**src/rtl/mc_ctrl_pkg.sv**
```systemverilog
`default_nettype none
// ============================================================================
// Module   : mc_ctrl_pkg
// Purpose  : Shared encodings for the multicycle RV32I main control FSM and
//            the downstream ALU control decoder.
// Revision : 1.0 - initial release
// ============================================================================
package mc_ctrl_pkg;

  typedef enum logic [3:0] {
    ST_RESET    = 4'b0000,
    ST_IF       = 4'b0001,
    ST_ID       = 4'b0010,
    ST_JMP_EX   = 4'b0011,
    ST_EX_I     = 4'b0101,
    ST_MEM      = 4'b0110,
    ST_EX_R     = 4'b0111,
    ST_UPPER_EX = 4'b1000,
    ST_BR_EX    = 4'b1001,
    ST_WB       = 4'b1010,
    ST_PC_INC   = 4'b1011,
    ST_HALTED   = 4'b1100
  } state_t;

  localparam logic [6:0] c_OPC_LOAD   = 7'b0000011;
  localparam logic [6:0] c_OPC_STORE  = 7'b0100011;
  localparam logic [6:0] c_OPC_OPIMM  = 7'b0010011;
  localparam logic [6:0] c_OPC_OP     = 7'b0110011;
  localparam logic [6:0] c_OPC_BRANCH = 7'b1100011;
  localparam logic [6:0] c_OPC_JAL    = 7'b1101111;
  localparam logic [6:0] c_OPC_JALR   = 7'b1100111;
  localparam logic [6:0] c_OPC_LUI    = 7'b0110111;
  localparam logic [6:0] c_OPC_AUIPC  = 7'b0010111;

  // Bit positions in the one-hot opcode class vector
  localparam int c_CLS_LOAD   = 0;
  localparam int c_CLS_STORE  = 1;
  localparam int c_CLS_OPIMM  = 2;
  localparam int c_CLS_OP     = 3;
  localparam int c_CLS_BRANCH = 4;
  localparam int c_CLS_JAL    = 5;
  localparam int c_CLS_JALR   = 6;
  localparam int c_CLS_LUI    = 7;
  localparam int c_CLS_AUIPC  = 8;
  localparam int c_CLS_W      = 9;

  localparam logic [1:0] c_PCSRC_PC4  = 2'b00;
  localparam logic [1:0] c_PCSRC_ALU  = 2'b01;
  localparam logic [1:0] c_PCSRC_JALR = 2'b10;

  localparam logic [1:0] c_WBSEL_ALU = 2'b00;
  localparam logic [1:0] c_WBSEL_MEM = 2'b01;
  localparam logic [1:0] c_WBSEL_PC4 = 2'b10;

  // jalr x0, 0(x1): the core treats a plain "ret" as the halt instruction
  localparam logic [31:0] c_HALT_INST = 32'h00008067;

endpackage
`default_nettype wire

```
**src/rtl/opcode_class_decode.sv**
```systemverilog
`default_nettype none
// ============================================================================
// Module   : opcode_class_decode
// Purpose  : Combinational opcode -> one-hot instruction class decode.
// Revision : 1.0 - initial release
// ============================================================================
module opcode_class_decode
  import mc_ctrl_pkg::*;
(
  input  logic [6:0]         i_opcode,
  output logic [c_CLS_W-1:0] o_class
);

  always_comb begin
    o_class               = '0;
    o_class[c_CLS_LOAD]   = (i_opcode == c_OPC_LOAD);
    o_class[c_CLS_STORE]  = (i_opcode == c_OPC_STORE);
    o_class[c_CLS_OPIMM]  = (i_opcode == c_OPC_OPIMM);
    o_class[c_CLS_OP]     = (i_opcode == c_OPC_OP);
    o_class[c_CLS_BRANCH] = (i_opcode == c_OPC_BRANCH);
    o_class[c_CLS_JAL]    = (i_opcode == c_OPC_JAL);
    o_class[c_CLS_JALR]   = (i_opcode == c_OPC_JALR);
    o_class[c_CLS_LUI]    = (i_opcode == c_OPC_LUI);
    o_class[c_CLS_AUIPC]  = (i_opcode == c_OPC_AUIPC);
  end

endmodule
`default_nettype wire

```
**src/rtl/mc_main_control.sv**
```systemverilog
`default_nettype none
// ============================================================================
// Module   : mc_main_control
// Purpose  : Multicycle RV32I main control FSM: state sequencing, datapath
//            strobes, ALU control bundle, halt detection, retire counter.
// Revision : 1.0 - initial release
// ============================================================================
module mc_main_control
  import mc_ctrl_pkg::*;
(
  input  logic        CLK,
  input  logic        RSTn,
  input  logic [31:0] INST,
  input  logic        BR_TAKEN,
  output logic [10:0] ALU_CONTROL,
  output logic        PC_WRITE,
  output logic [1:0]  PC_SRC,
  output logic        IR_WRITE,
  output logic        I_MEM_CSN,
  output logic        D_MEM_CSN,
  output logic        D_MEM_WEN,
  output logic        RF_WE,
  output logic [1:0]  WB_SEL,
  output logic        HALT,
  output logic [31:0] NUM_INST
);

  state_t             r_state;
  state_t             w_next_state;
  logic [c_CLS_W-1:0] w_cls;
  logic [31:0]        r_num_inst;
  logic               w_retire;

  opcode_class_decode u_opcode_class_decode (
    .i_opcode (INST[6:0]),
    .o_class  (w_cls)
  );

  always_ff @(posedge CLK or negedge RSTn) begin
    if (!RSTn) r_state <= ST_RESET;
    else       r_state <= w_next_state;
  end

  always_comb begin
    w_next_state = r_state;
    case (r_state)
      ST_RESET: w_next_state = ST_IF;
      ST_IF:    w_next_state = ST_ID;
      ST_ID: begin
        // Halt is matched on the full word before the JALR class applies
        if (INST == c_HALT_INST)
          w_next_state = ST_HALTED;
        else if (w_cls[c_CLS_JAL] || w_cls[c_CLS_JALR])
          w_next_state = ST_JMP_EX;
        else if (w_cls[c_CLS_LOAD] || w_cls[c_CLS_STORE] || w_cls[c_CLS_OPIMM])
          w_next_state = ST_EX_I;
        else if (w_cls[c_CLS_OP])
          w_next_state = ST_EX_R;
        else if (w_cls[c_CLS_LUI] || w_cls[c_CLS_AUIPC])
          w_next_state = ST_UPPER_EX;
        else if (w_cls[c_CLS_BRANCH])
          w_next_state = ST_BR_EX;
        else
          w_next_state = ST_PC_INC;
      end
      ST_JMP_EX:   w_next_state = ST_WB;
      ST_EX_I:     w_next_state = (w_cls[c_CLS_LOAD] || w_cls[c_CLS_STORE]) ? ST_MEM : ST_WB;
      ST_MEM:      w_next_state = w_cls[c_CLS_STORE] ? ST_PC_INC : ST_WB;
      ST_EX_R:     w_next_state = ST_WB;
      ST_UPPER_EX: w_next_state = ST_WB;
      ST_BR_EX:    w_next_state = BR_TAKEN ? ST_IF : ST_PC_INC;
      ST_WB:       w_next_state = ST_IF;
      ST_PC_INC:   w_next_state = ST_IF;
      ST_HALTED:   w_next_state = ST_HALTED;
      default:     w_next_state = ST_RESET;
    endcase
  end

  always_comb begin
    ALU_CONTROL = (r_state == ST_RESET) ? 11'd0 : {INST[6:0], r_state};
    PC_WRITE    = 1'b0;
    PC_SRC      = c_PCSRC_PC4;
    IR_WRITE    = 1'b0;
    I_MEM_CSN   = 1'b1;
    D_MEM_CSN   = 1'b1;
    D_MEM_WEN   = 1'b1;
    RF_WE       = 1'b0;
    WB_SEL      = c_WBSEL_ALU;
    HALT        = 1'b0;
    case (r_state)
      ST_IF: begin
        I_MEM_CSN = 1'b0;
        IR_WRITE  = 1'b1;
      end
      ST_MEM: begin
        D_MEM_CSN = 1'b0;
        D_MEM_WEN = ~w_cls[c_CLS_STORE];
      end
      ST_BR_EX: begin
        if (BR_TAKEN) begin
          PC_WRITE = 1'b1;
          PC_SRC   = c_PCSRC_ALU;
        end
      end
      ST_WB: begin
        RF_WE    = 1'b1;
        PC_WRITE = 1'b1;
        if (w_cls[c_CLS_JAL])       PC_SRC = c_PCSRC_ALU;
        else if (w_cls[c_CLS_JALR]) PC_SRC = c_PCSRC_JALR;
        if (w_cls[c_CLS_JAL] || w_cls[c_CLS_JALR]) WB_SEL = c_WBSEL_PC4;
        else if (w_cls[c_CLS_LOAD])                WB_SEL = c_WBSEL_MEM;
      end
      ST_PC_INC: PC_WRITE = 1'b1;
      ST_HALTED: HALT     = 1'b1;
      default: ;
    endcase
  end

  // Only completions of a real instruction count; RESET->IF does not
  assign w_retire = (w_next_state == ST_IF) &&
                    ((r_state == ST_WB) || (r_state == ST_PC_INC) || (r_state == ST_BR_EX));

  always_ff @(posedge CLK or negedge RSTn) begin
    if (!RSTn)         r_num_inst <= 32'd0;
    else if (w_retire) r_num_inst <= r_num_inst + 32'd1;
  end

  assign NUM_INST = r_num_inst;

endmodule
`default_nettype wire

```
**config.mk**
```make
export PLATFORM = sky130hd
export DESIGN_NAME = mc_main_control
export DESIGN_NICKNAME = d
export VERILOG_FILES = /design/src/rtl/mc_ctrl_pkg.sv /design/src/rtl/opcode_class_decode.sv /design/src/rtl/mc_main_control.sv
export SDC_FILE = /design/constraint.sdc
export NUM_CORES = 1
export LEC_CHECK = 0
export ABC_AREA = 0
export BUFFER_PORTS_ARGS = -buffer_cell sky130_fd_sc_hd__buf_2
export CAP_MARGIN = 10
export CORE_AREA = 2 2 73 75
export CTS_CLUSTER_DIAMETER = 120
export DETAILED_ROUTE_END_ITERATION = 6
export DIE_AREA = 0 0 75 77
export PLACE_DENSITY_LB_ADDON = 0.15
export SYNTH_ARGS = -nofsm -noshare
export SYNTH_HDL_FRONTEND = slang
export SYNTH_HIERARCHICAL = 1
export SYNTH_SLANG_ARGS = --single-unit
export TNS_END_PERCENT = 1
```
**constraint.sdc**
```tcl
create_clock -name CLK -period 1.6 [get_ports CLK]
set_input_delay 0.16 -clock CLK [delete_from_list [all_inputs] [get_ports CLK]]
set_output_delay 0.16 -clock CLK [all_outputs]
set_load 0.01 [all_outputs]
```
==> report_table.html, run 1 <==
<table>
<tr><th>Metric</th><th>Value</th></tr>
<tr><th colspan="2">Clock network</th></tr>
<tr><td>Total CTS buffers</td><td>5</td></tr>
<tr><td>TritonCTS clock tree</td><td>built</td></tr>
<tr><td>Insertion delay to the later sink of the worst-skew pair</td><td>just under 0.3 ns</td></tr>
<tr><td>H-tree lvl count</td><td>2</td></tr>
<tr><td>CTS clk-pin slew, worst paths</td><td>~0.07 ns</td></tr>
<tr><td>Number of buffers on the longest clock path</td><td>2</td></tr>
<tr><td>Number of sinks on the clock net</td><td>36</td></tr>
<tr><td>Root buf cell</td><td>clkbuf_8</td></tr>
<tr><th colspan="2">Synth</th></tr>
<tr><td>Main synth FF type</td><td>dfrtp_1</td></tr>
<tr><td>Proportion of synthesized flip-flops having asynchronous set or reset</td><td>1.00</td></tr>
<tr><td>Cell count after synthesis</td><td>between 200 and 250</td></tr>
<tr><td>Netlist area before placement</td><td>2170 um^2</td></tr>
<tr><td>Post-synthesis net count</td><td>between 200 and 300</td></tr>
<tr><td>Synth cell types</td><td>43</td></tr>
<tr><td>Sequential-to-total area share from yosys stat</td><td>0.416</td></tr>
<tr><td>Ys Warns</td><td>6</td></tr>
<tr><td>Number of synthesized flops with an enable pin</td><td>0</td></tr>
<tr><td>Number of synthesized register bits</td><td>36</td></tr>
<tr><td>Average cell area after synthesis</td><td>9.81 um^2</td></tr>
<tr><th colspan="2">Setup path</th></tr>
<tr><td>Arr. time, crit path</td><td>roughly 1.4 ns</td></tr>
<tr><td>Required @ worst endpoint</td><td>between 1 and 1.5 ns</td></tr>
<tr><td>Worst setup path startpoint</td><td>r_state[0]</td></tr>
<tr><td>Crit Reg-Reg Endpoint</td><td>NUM_INST[24]</td></tr>
<tr><td>R2R cell count</td><td>6</td></tr>
<tr><td>Maximum fanout along the worst path</td><td>7</td></tr>
<tr><td>Top Family by Delay on Critical Path</td><td>flip-flops</td></tr>
<tr><td>Number of buffer and inverter instances along the worst setup path</td><td>2</td></tr>
<tr><td>Slowest cell on the critical path</td><td>dfrtp_2</td></tr>
<tr><td>Maximum single-stage delay on the critical path</td><td>0.47 ns</td></tr>
<tr><td>Launch instance of the worst register-to-register path</td><td>NUM_INST[1]</td></tr>
<tr><td>Worst path depth</td><td>5</td></tr>
<tr><td>Series of cell instances along the critical path</td><td>nor2b_1 &gt; buf_4 &gt; nand2_4 &gt; nor3b_2 &gt; buf_2</td></tr>
<tr><td>Setup slack of the worst register-to-register path</td><td>0.10 ns</td></tr>
<tr><td>Startpoint type of the worst setup path</td><td>flop</td></tr>
<tr><td>CP Capture Type</td><td>output pin</td></tr>
<tr><td>Type of the worst setup path</td><td>reg -&gt; out</td></tr>
<tr><th colspan="2">Drt</th></tr>
<tr><td>Number of search-and-repair iterations in the first detailed-routing pass</td><td>4</td></tr>
<tr><td>Final wirelength</td><td>5.46 mm</td></tr>
<tr><td>Via count</td><td>between 2,000 and 2,500</td></tr>
<tr><td>DR DRC count</td><td>0</td></tr>
<tr><td>DRC marker count from the first detailed-route iteration</td><td>slightly above 90</td></tr>
<tr><td>Routed via count divided by cell count</td><td>a little over 5</td></tr>
<tr><td>Wirelength per Cell</td><td>roughly 13 um</td></tr>
<tr><td>Remaining number of nets flagged by the antenna check after routing</td><td>0</td></tr>
<tr><th colspan="2">Power and ir drop</th></tr>
<tr><td>Power Dens Cells</td><td>approximately 1100 nW/um^2</td></tr>
<tr><td>Total chip power</td><td>approximately 3.3 mW</td></tr>
<tr><td>Static leakage</td><td>1.49 nW</td></tr>
<tr><td>Worst VDD drop</td><td>850 uV</td></tr>
<tr><th colspan="2">Layout</th></tr>
<tr><td>Commonest cells after routing, fill and taps aside</td><td>88 x buf_2, 34 x dfrtp_1, 29 x xnor2_1</td></tr>
<tr><td>Fraction of final layout cells sized beyond drive strength 1</td><td>0.431</td></tr>
<tr><td>Synth-to-layout area growth</td><td>42.1%</td></tr>
<tr><td># diodes</td><td>0</td></tr>
<tr><td>Layout Nets</td><td>375</td></tr>
<tr><td>Most frequent standard cell in the layout excluding fill and tap cells</td><td>buf_2</td></tr>
<tr><td>Total non-filler cell area in the finished layout</td><td>3080 um^2</td></tr>
<tr><td>Final non-filler cell total</td><td>approximately 410</td></tr>
<tr><th colspan="2">Die</th></tr>
<tr><td>Die height</td><td>77 um</td></tr>
<tr><td>Cell Rows</td><td>26</td></tr>
<tr><td>Area of the die</td><td>approximately 5800 um^2</td></tr>
<tr><td>Initial standard-cell utilization of the core</td><td>0.435</td></tr>
<tr><td>Overall die width</td><td>about 75 um</td></tr>
<tr><td>Number of top-level pins</td><td>89</td></tr>
<tr><td>Total core area</td><td>between 4000 and 5000 um^2</td></tr>
<tr><th colspan="2">STA</th></tr>
<tr><td>Share of the cycle needed by the critical path after routing</td><td>0.979</td></tr>
<tr><td>Transition time at the pin with the least slew margin</td><td>between 0.4 and 0.5 ns</td></tr>
<tr><td>Final-layout worst hold slack</td><td>around 0.30 ns</td></tr>
<tr><td>Post-layout min period</td><td>1.57 ns</td></tr>
<tr><td>Fin. Hold Viols</td><td>0</td></tr>
<tr><td>Worst clock skew on the final layout</td><td>0.00431 ns</td></tr>
<tr><td>Final-report setup violation count</td><td>0</td></tr>
<tr><td>Unrepaired setup endpoints after global routing</td><td>true</td></tr>
<tr><td>Worst slew margin relative to its limit</td><td>0.697</td></tr>
<tr><td>Max Clk Rate</td><td>about 0.64 GHz</td></tr>
<tr><td>Setup TNS Final</td><td>0 ns</td></tr>
<tr><td>Max-slew violation count</td><td>0</td></tr>
<tr><th colspan="2">Worst hold path</th></tr>
<tr><td>Path class of the lowest-slack min-delay path</td><td>in -&gt; reg</td></tr>
<tr><td>Beginning of the worst hold path</td><td>BR_TAKEN</td></tr>
<tr><td>End of the worst hold path</td><td>r_state[3]</td></tr>
<tr><td>Worst Hold Path Cells</td><td>4</td></tr>
<tr><th colspan="2">Placed design</th></tr>
<tr><td>Cell count after placement</td><td>~400</td></tr>
<tr><td>Post-detailed-placement half-perimeter wirelength</td><td>roughly 4.1 mm</td></tr>
<tr><td>Post-DP Area</td><td>about 2900 um^2</td></tr>
<tr><td>Gpl congestion</td><td>roughly 0.85</td></tr>
<tr><td>Port bufs</td><td>88</td></tr>
<tr><th colspan="2">Global route</th></tr>
<tr><td>Maximum number of pins on one net before global-route repair</td><td>37</td></tr>
<tr><td>Total GRT Usage</td><td>0.194</td></tr>
<tr><td>Global-route wire length before repair</td><td>approximately 8.9 mm</td></tr>
<tr><td>Overall overflow remaining after global route</td><td>0</td></tr>
<tr><td>Antenna violations before repair</td><td>0</td></tr>
<tr><td>Number of global-route vias before repair</td><td>between 1,500 and 2,000</td></tr>
<tr><th colspan="2">Status</th></tr>
<tr><td>Status</td><td>finished clean</td></tr>
<tr><th colspan="2">Flow run</th></tr>
<tr><td>Count of maximum capacitance violations</td><td>0</td></tr>
</table>
==> where the power goes <==
part           internal (mW)  switching, mW  total [mW]  leakage, nW
Combinational          0.710          0.732        1.44        0.959
Sequential              1.04          0.143        1.18        0.484
Clock                  0.383          0.307       0.690       0.0503
Total                   2.13           1.18        3.31         1.49
==> layer usage <==
metal  vias up  wire (um)  global-route usage
li1       1046          -                   -
met1       998       2350               0.244
met2        61       2740               0.319
met3        12        251              0.0420
met4         0        111              0.0696
met5         -          0                   0
==> through the flow <==
stage | setup slack, ns | utilization
floorplan | 0.0419 | -
global placement | -0.00260 | 0.576
detailed placement | -0.0848 | 0.576
CTS | -0.0272 | 0.600
global route | -0.0783 | 0.619
finish | 0.0335 | 0.619
==> cell usage after synthesis, drive strengths merged, types with 5 or more instances <==
cell type | count | share of area
and3 | 7 | 0.020
clkbuf | 8 | 0.014
dfrtp | 36 | 0.42
nand2 | 9 | 0.016
nand3 | 16 | 0.037
nand3b | 7 | 0.024
nand4 | 20 | 0.065
nor2 | 20 | 0.035
nor2b | 9 | 0.026
nor3 | 5 | 0.017
nor4 | 10 | 0.043
xnor2 | 29 | 0.12
==> how the worst max path moves through the flow <==
stage | end | slack [ns]
floorplan | NUM_INST[24] | 0.04
global placement | r_state[3] | -0.003
detailed placement | r_state[0] | -0.08
CTS | WB_SEL[0] | -0.03
global route | PC_SRC[1] | -0.08
finish | PC_SRC[1] | 0.03
==> flip-flops by register name, indices dropped and copies added (netlist names) <==
name / count
NUM_INST: 32
r_state: 4
==> logic make-up after synthesis <==
group                      synth area share
and+or+nand+nor                       0.360
DFF                                   0.416
xor gates and xnor gates              0.125
AOI/OAI and AO/OA                    0.0601
buffers and inverters                0.0277
muxes                               0.00520
adders and majority gates           0.00577
==> layout make-up <==
class,instances,area (um^2)
timing repair buffer,121,714
multi-input combinational,173,1270
sequential,36,903
clock buffer,7,96.3
tap,70,87.6
fill,454,1900
inverter,2,7.51
==> what timing repair did <==
action / in CTS / in global routing
buffers inserted: 0 / 4
endpoints found under the hold margin: 36 / 0
hold buffers: 1 / 0
pin swaps: 0 / 7
setup endpoints to repair: 11 / 18
gates resized for setup: 4 / 16
==> worst min-delay path, cell delays in order <==
cell	delay, ns
buf_2	0.12
o21ai_0	0.08
nand3b_1	0.08
o221ai_1	0.10
(Power assumes the default switching activity.)
==> inputs of run 2 (changes only) <==
--- a/config.mk
+++ b/config.mk
@@ -8,10 +8,10 @@
 export ABC_AREA = 0
 export BUFFER_PORTS_ARGS = -buffer_cell sky130_fd_sc_hd__buf_2
 export CAP_MARGIN = 10
-export CORE_AREA = 2 2 73 75
+export CORE_AREA = 2 2 82 84
 export CTS_CLUSTER_DIAMETER = 120
 export DETAILED_ROUTE_END_ITERATION = 6
-export DIE_AREA = 0 0 75 77
+export DIE_AREA = 0 0 84 86
 export PLACE_DENSITY_LB_ADDON = 0.15
 export SYNTH_ARGS = -nofsm -noshare
 export SYNTH_HDL_FRONTEND = slang
==> run 2 against run 1 <==
  * Total power grew 0.67%
  * Global-route usage shrank 4.1 points
  * Fmax shrank 0.65%
  * Register-to-register slack worse by 0.04 ns
==> report_table.html, run 2 (synthesis results as in run 1) <==
<table>
<tr><th>Metric</th><th>Value</th></tr>
<tr><th colspan="2">Status</th></tr>
<tr><td>Status</td><td>finished clean</td></tr>
<tr><th colspan="2">STA</th></tr>
<tr><td>Worst slew margin relative to its limit</td><td>0.691 (-0.00598)</td></tr>
<tr><td>Worst clock skew on the final layout</td><td>0.00333 ns (-0.000981 ns)</td></tr>
<tr><td>Share of the cycle needed by the critical path after routing</td><td>0.985 (+0.00640)</td></tr>
<tr><td>Post-layout min period</td><td>1.58 ns (+0.0102 ns)</td></tr>
<tr><td>Max Clk Rate</td><td>0.634 GHz (-0.65%)</td></tr>
<tr><td>Minimum setup slack in the final design</td><td>0.0232 ns (-0.0102 ns)</td></tr>
<tr><td>Max-slew violation count</td><td>0 (unchanged)</td></tr>
<tr><td>Final-report setup violation count</td><td>0 (unchanged)</td></tr>
<tr><td>Fin. Hold Viols</td><td>0 (unchanged)</td></tr>
<tr><td>Transition time at the pin with the least slew margin</td><td>0.463 ns (+0.00897 ns)</td></tr>
<tr><td>Unrepaired setup endpoints after global routing</td><td>true</td></tr>
<tr><td>Setup TNS Final</td><td>0 ns (unchanged)</td></tr>
<tr><th colspan="2">Placed design</th></tr>
<tr><td>Post-DP Area</td><td>2880 um^2 (+0.57%)</td></tr>
<tr><td>Cell count after placement</td><td>405 (+2.0%)</td></tr>
<tr><td>Worst setup timing slack at the placement stage</td><td>-0.104 ns (-0.0192 ns)</td></tr>
<tr><td>Port bufs</td><td>88 (unchanged)</td></tr>
<tr><td>Post-detailed-placement half-perimeter wirelength</td><td>4.14 mm (-0.13%)</td></tr>
<tr><td>Gpl congestion</td><td>0.760 (-11%)</td></tr>
<tr><th colspan="2">Setup path</th></tr>
<tr><td>Type of the worst setup path</td><td>reg -&gt; out</td></tr>
<tr><td>Maximum single-stage delay on the critical path</td><td>0.39 ns (-0.08 ns)</td></tr>
<tr><td>Series of cell instances along the critical path</td><td>buf_6 &gt; nor4_4 &gt; buf_4 &gt; nor2b_1 &gt; buf_2</td></tr>
<tr><td>Startpoint type of the worst setup path</td><td>flop</td></tr>
<tr><td>Number of buffer and inverter instances along the worst setup path</td><td>3 (+1)</td></tr>
<tr><td>Required @ worst endpoint</td><td>1.44 ns (about the same)</td></tr>
<tr><td>Arr. time, crit path</td><td>1.42 ns (about the same)</td></tr>
<tr><td>CP Capture Type</td><td>output pin</td></tr>
<tr><td>Slowest cell on the critical path</td><td>dfrtp_1</td></tr>
<tr><td>Maximum fanout along the worst path</td><td>8 (+1)</td></tr>
<tr><td>R2R cell count</td><td>6 (unchanged)</td></tr>
<tr><td>Worst path depth</td><td>5 (unchanged)</td></tr>
<tr><td>Top Family by Delay on Critical Path</td><td>buffers and inverters</td></tr>
<tr><th colspan="2">Layout</th></tr>
<tr><td>Most frequent standard cell in the layout excluding fill and tap cells</td><td>buf_2</td></tr>
<tr><td>Max FFs per register</td><td>32 (unchanged)</td></tr>
<tr><td>Layout Nets</td><td>380 (+1.3%)</td></tr>
<tr><td>Total non-filler cell area in the finished layout</td><td>3100 um^2 (+0.77%)</td></tr>
<tr><td># diodes</td><td>0 (unchanged)</td></tr>
<tr><td>Fraction of final layout cells sized beyond drive strength 1</td><td>0.441 (+0.00990)</td></tr>
<tr><td>Commonest cells after routing, fill and taps aside</td><td>89 x buf_2, 34 x dfrtp_1, 33 x buf_4</td></tr>
<tr><td>Synth-to-layout area growth</td><td>43.2%</td></tr>
<tr><td>Final non-filler cell total</td><td>422 (+3.2%)</td></tr>
<tr><td>Fillers</td><td>612 (+35%)</td></tr>
<tr><th colspan="2">Drt</th></tr>
<tr><td>Remaining number of nets flagged by the antenna check after routing</td><td>0 (unchanged)</td></tr>
<tr><td>Wirelength per Cell</td><td>13.0 um (-2.6%)</td></tr>
<tr><td>Routed via count divided by cell count</td><td>4.97 (-4.0%)</td></tr>
<tr><td>Via count</td><td>2,098 (-0.90%)</td></tr>
<tr><td>Number of search-and-repair iterations in the first detailed-routing pass</td><td>4 (unchanged)</td></tr>
<tr><td>DR DRC count</td><td>0 (unchanged)</td></tr>
<tr><td>DRC marker count from the first detailed-route iteration</td><td>59 (-36%)</td></tr>
<tr><td>Final wirelength</td><td>5.49 mm (+0.48%)</td></tr>
<tr><th colspan="2">Flow run</th></tr>
<tr><td>Count of maximum capacitance violations</td><td>0 (unchanged)</td></tr>
<tr><th colspan="2">Power and ir drop</th></tr>
<tr><td>Combinational share of power</td><td>0.450 (+0.015)</td></tr>
<tr><td>Relative contribution of the clock network to total power</td><td>0.199 (-0.009)</td></tr>
<tr><td>Power Dens Cells</td><td>1070 nW/um^2 (-0.10%)</td></tr>
<tr><td>Total chip power</td><td>3.33 mW (+0.67%)</td></tr>
<tr><td>Total internal power</td><td>2.13 mW (+0.17%)</td></tr>
<tr><td>Power share of the sequential group</td><td>0.351 (-0.005)</td></tr>
<tr><td>Net switching power</td><td>1.20 mW (+1.6%)</td></tr>
<tr><td>Static leakage</td><td>1.51 nW (+1.1%)</td></tr>
<tr><td>Worst VDD drop</td><td>665 uV (-22%)</td></tr>
<tr><td>Switching part of the total</td><td>0.360 (+0.00318)</td></tr>
<tr><th colspan="2">Clock network</th></tr>
<tr><td>Total CTS buffers</td><td>5 (unchanged)</td></tr>
<tr><td>CTS clk-pin slew, worst paths</td><td>0.07 ns (about the same)</td></tr>
<tr><td>Insertion delay to the later sink of the worst-skew pair</td><td>0.28 ns (about the same)</td></tr>
<tr><td>TritonCTS clock tree</td><td>built</td></tr>
<tr><td>Number of buffers on the longest clock path</td><td>2 (unchanged)</td></tr>
<tr><td>H-tree lvl count</td><td>2 (unchanged)</td></tr>
<tr><td>Root buf cell</td><td>clkbuf_8</td></tr>
<tr><td>Number of sinks on the clock net</td><td>36 (unchanged)</td></tr>
<tr><th colspan="2">Die</th></tr>
<tr><td>Total core area</td><td>6280 um^2 (+26%)</td></tr>
<tr><td>Initial standard-cell utilization of the core</td><td>0.345 (-0.0902)</td></tr>
<tr><td>Cell Rows</td><td>29 (+12%)</td></tr>
<tr><td>Overall die width</td><td>84 um (+12%)</td></tr>
<tr><td>Die height</td><td>86 um (+12%)</td></tr>
<tr><td>Number of top-level pins</td><td>89 (unchanged)</td></tr>
<tr><td>Area of the die</td><td>7220 um^2 (+25%)</td></tr>
<tr><th colspan="2">Global route</th></tr>
<tr><td>Maximum number of pins on one net before global-route repair</td><td>37 (unchanged)</td></tr>
<tr><td>Global-route wire length before repair</td><td>9.09 mm (+2.5%)</td></tr>
<tr><td>Overall overflow remaining after global route</td><td>0 (unchanged)</td></tr>
<tr><td>Number of global-route vias before repair</td><td>2,025 (+2.8%)</td></tr>
<tr><td>Total GRT Usage</td><td>0.152 (-0.0415)</td></tr>
<tr><td>Antenna violations before repair</td><td>0 (unchanged)</td></tr>
<tr><th colspan="2">Worst hold path</th></tr>
<tr><td>Path class of the lowest-slack min-delay path</td><td>in -&gt; reg</td></tr>
<tr><td>Worst Hold Path Cells</td><td>4 (unchanged)</td></tr>
</table>
[run 2: cell count changes in the layout (fill, tap and decap cells not counted), sizes merged]
cell,previous run,this run
buf,120,125
clkinv,0,2
clkbuf,7,6
[run 2: repair_timing]
item	4_1_cts	5_1_grt
setup endpoints to repair	12	20
pin swaps	1	1
hold endpoints to repair	36	0
hold buffers	1	0
cloned	1	0
resized for setup	9	7
buffers inserted	6	1
[run 2: final timing paths]
path	slack [ns]	start	end
worst max-delay path	0.02	r_state[2]	ALU_CONTROL[9]
worst min-delay path	0.33	BR_TAKEN	r_state[3]
worst max register to register	0.06	NUM_INST[0]	NUM_INST[26]
worst min register to register	0.47	NUM_INST[31]	NUM_INST[31]
max in group asynchronous	0.81	RSTn	r_state[0]
min in group asynchronous	0.44	RSTn	NUM_INST[26]
[run 2: tightest hold or removal path: stages]
cell and delay (ns):
buf_2 0.12, o21ai_0 0.08, nand3b_1 0.08, o221ai_1 0.11
[run 2: area by class of cell]
type                    count  area, um^2  share of cell area
multi-input cells         173        1260               0.405
flip-flops and latches     36         903               0.291
repair buffers            126         746               0.240
well taps                  77        96.3              0.0310
clock buffers               6        82.6              0.0266
clock inverters             2        10.0             0.00323
inverters                   2        7.51             0.00242
[run 2: through the flow]
step / hold slack [ns] / util
6_report: 0.330 / 0.494
5_1_grt: 0.361 / 0.494
4_1_cts: 0.328 / 0.489
3_5_place_dp: 0.231 / 0.459
3_3_place_gp: 0.232 / 0.459
2_1_floorplan: -0.136 / -
[run 2: routing by layer]
layer	GRT usage	share of wire	up-vias
li1	-	-	1054
met1	0.182	0.43	994
met2	0.282	0.53	46
met3	0.0241	0.034	4
met4	0.0440	0.0069	0
met5	0	0	-
[run 2: power groups by stage]
stage               combinational, mW  clock, mW  sequential [mW]
floorplan                       0.681          0             1.21
global placement                 1.34          0             1.17
detailed placement               1.34          0             1.18
CTS                              1.49      0.695             1.17
global route                     1.65      0.727             1.19
finish                           1.50      0.664             1.17
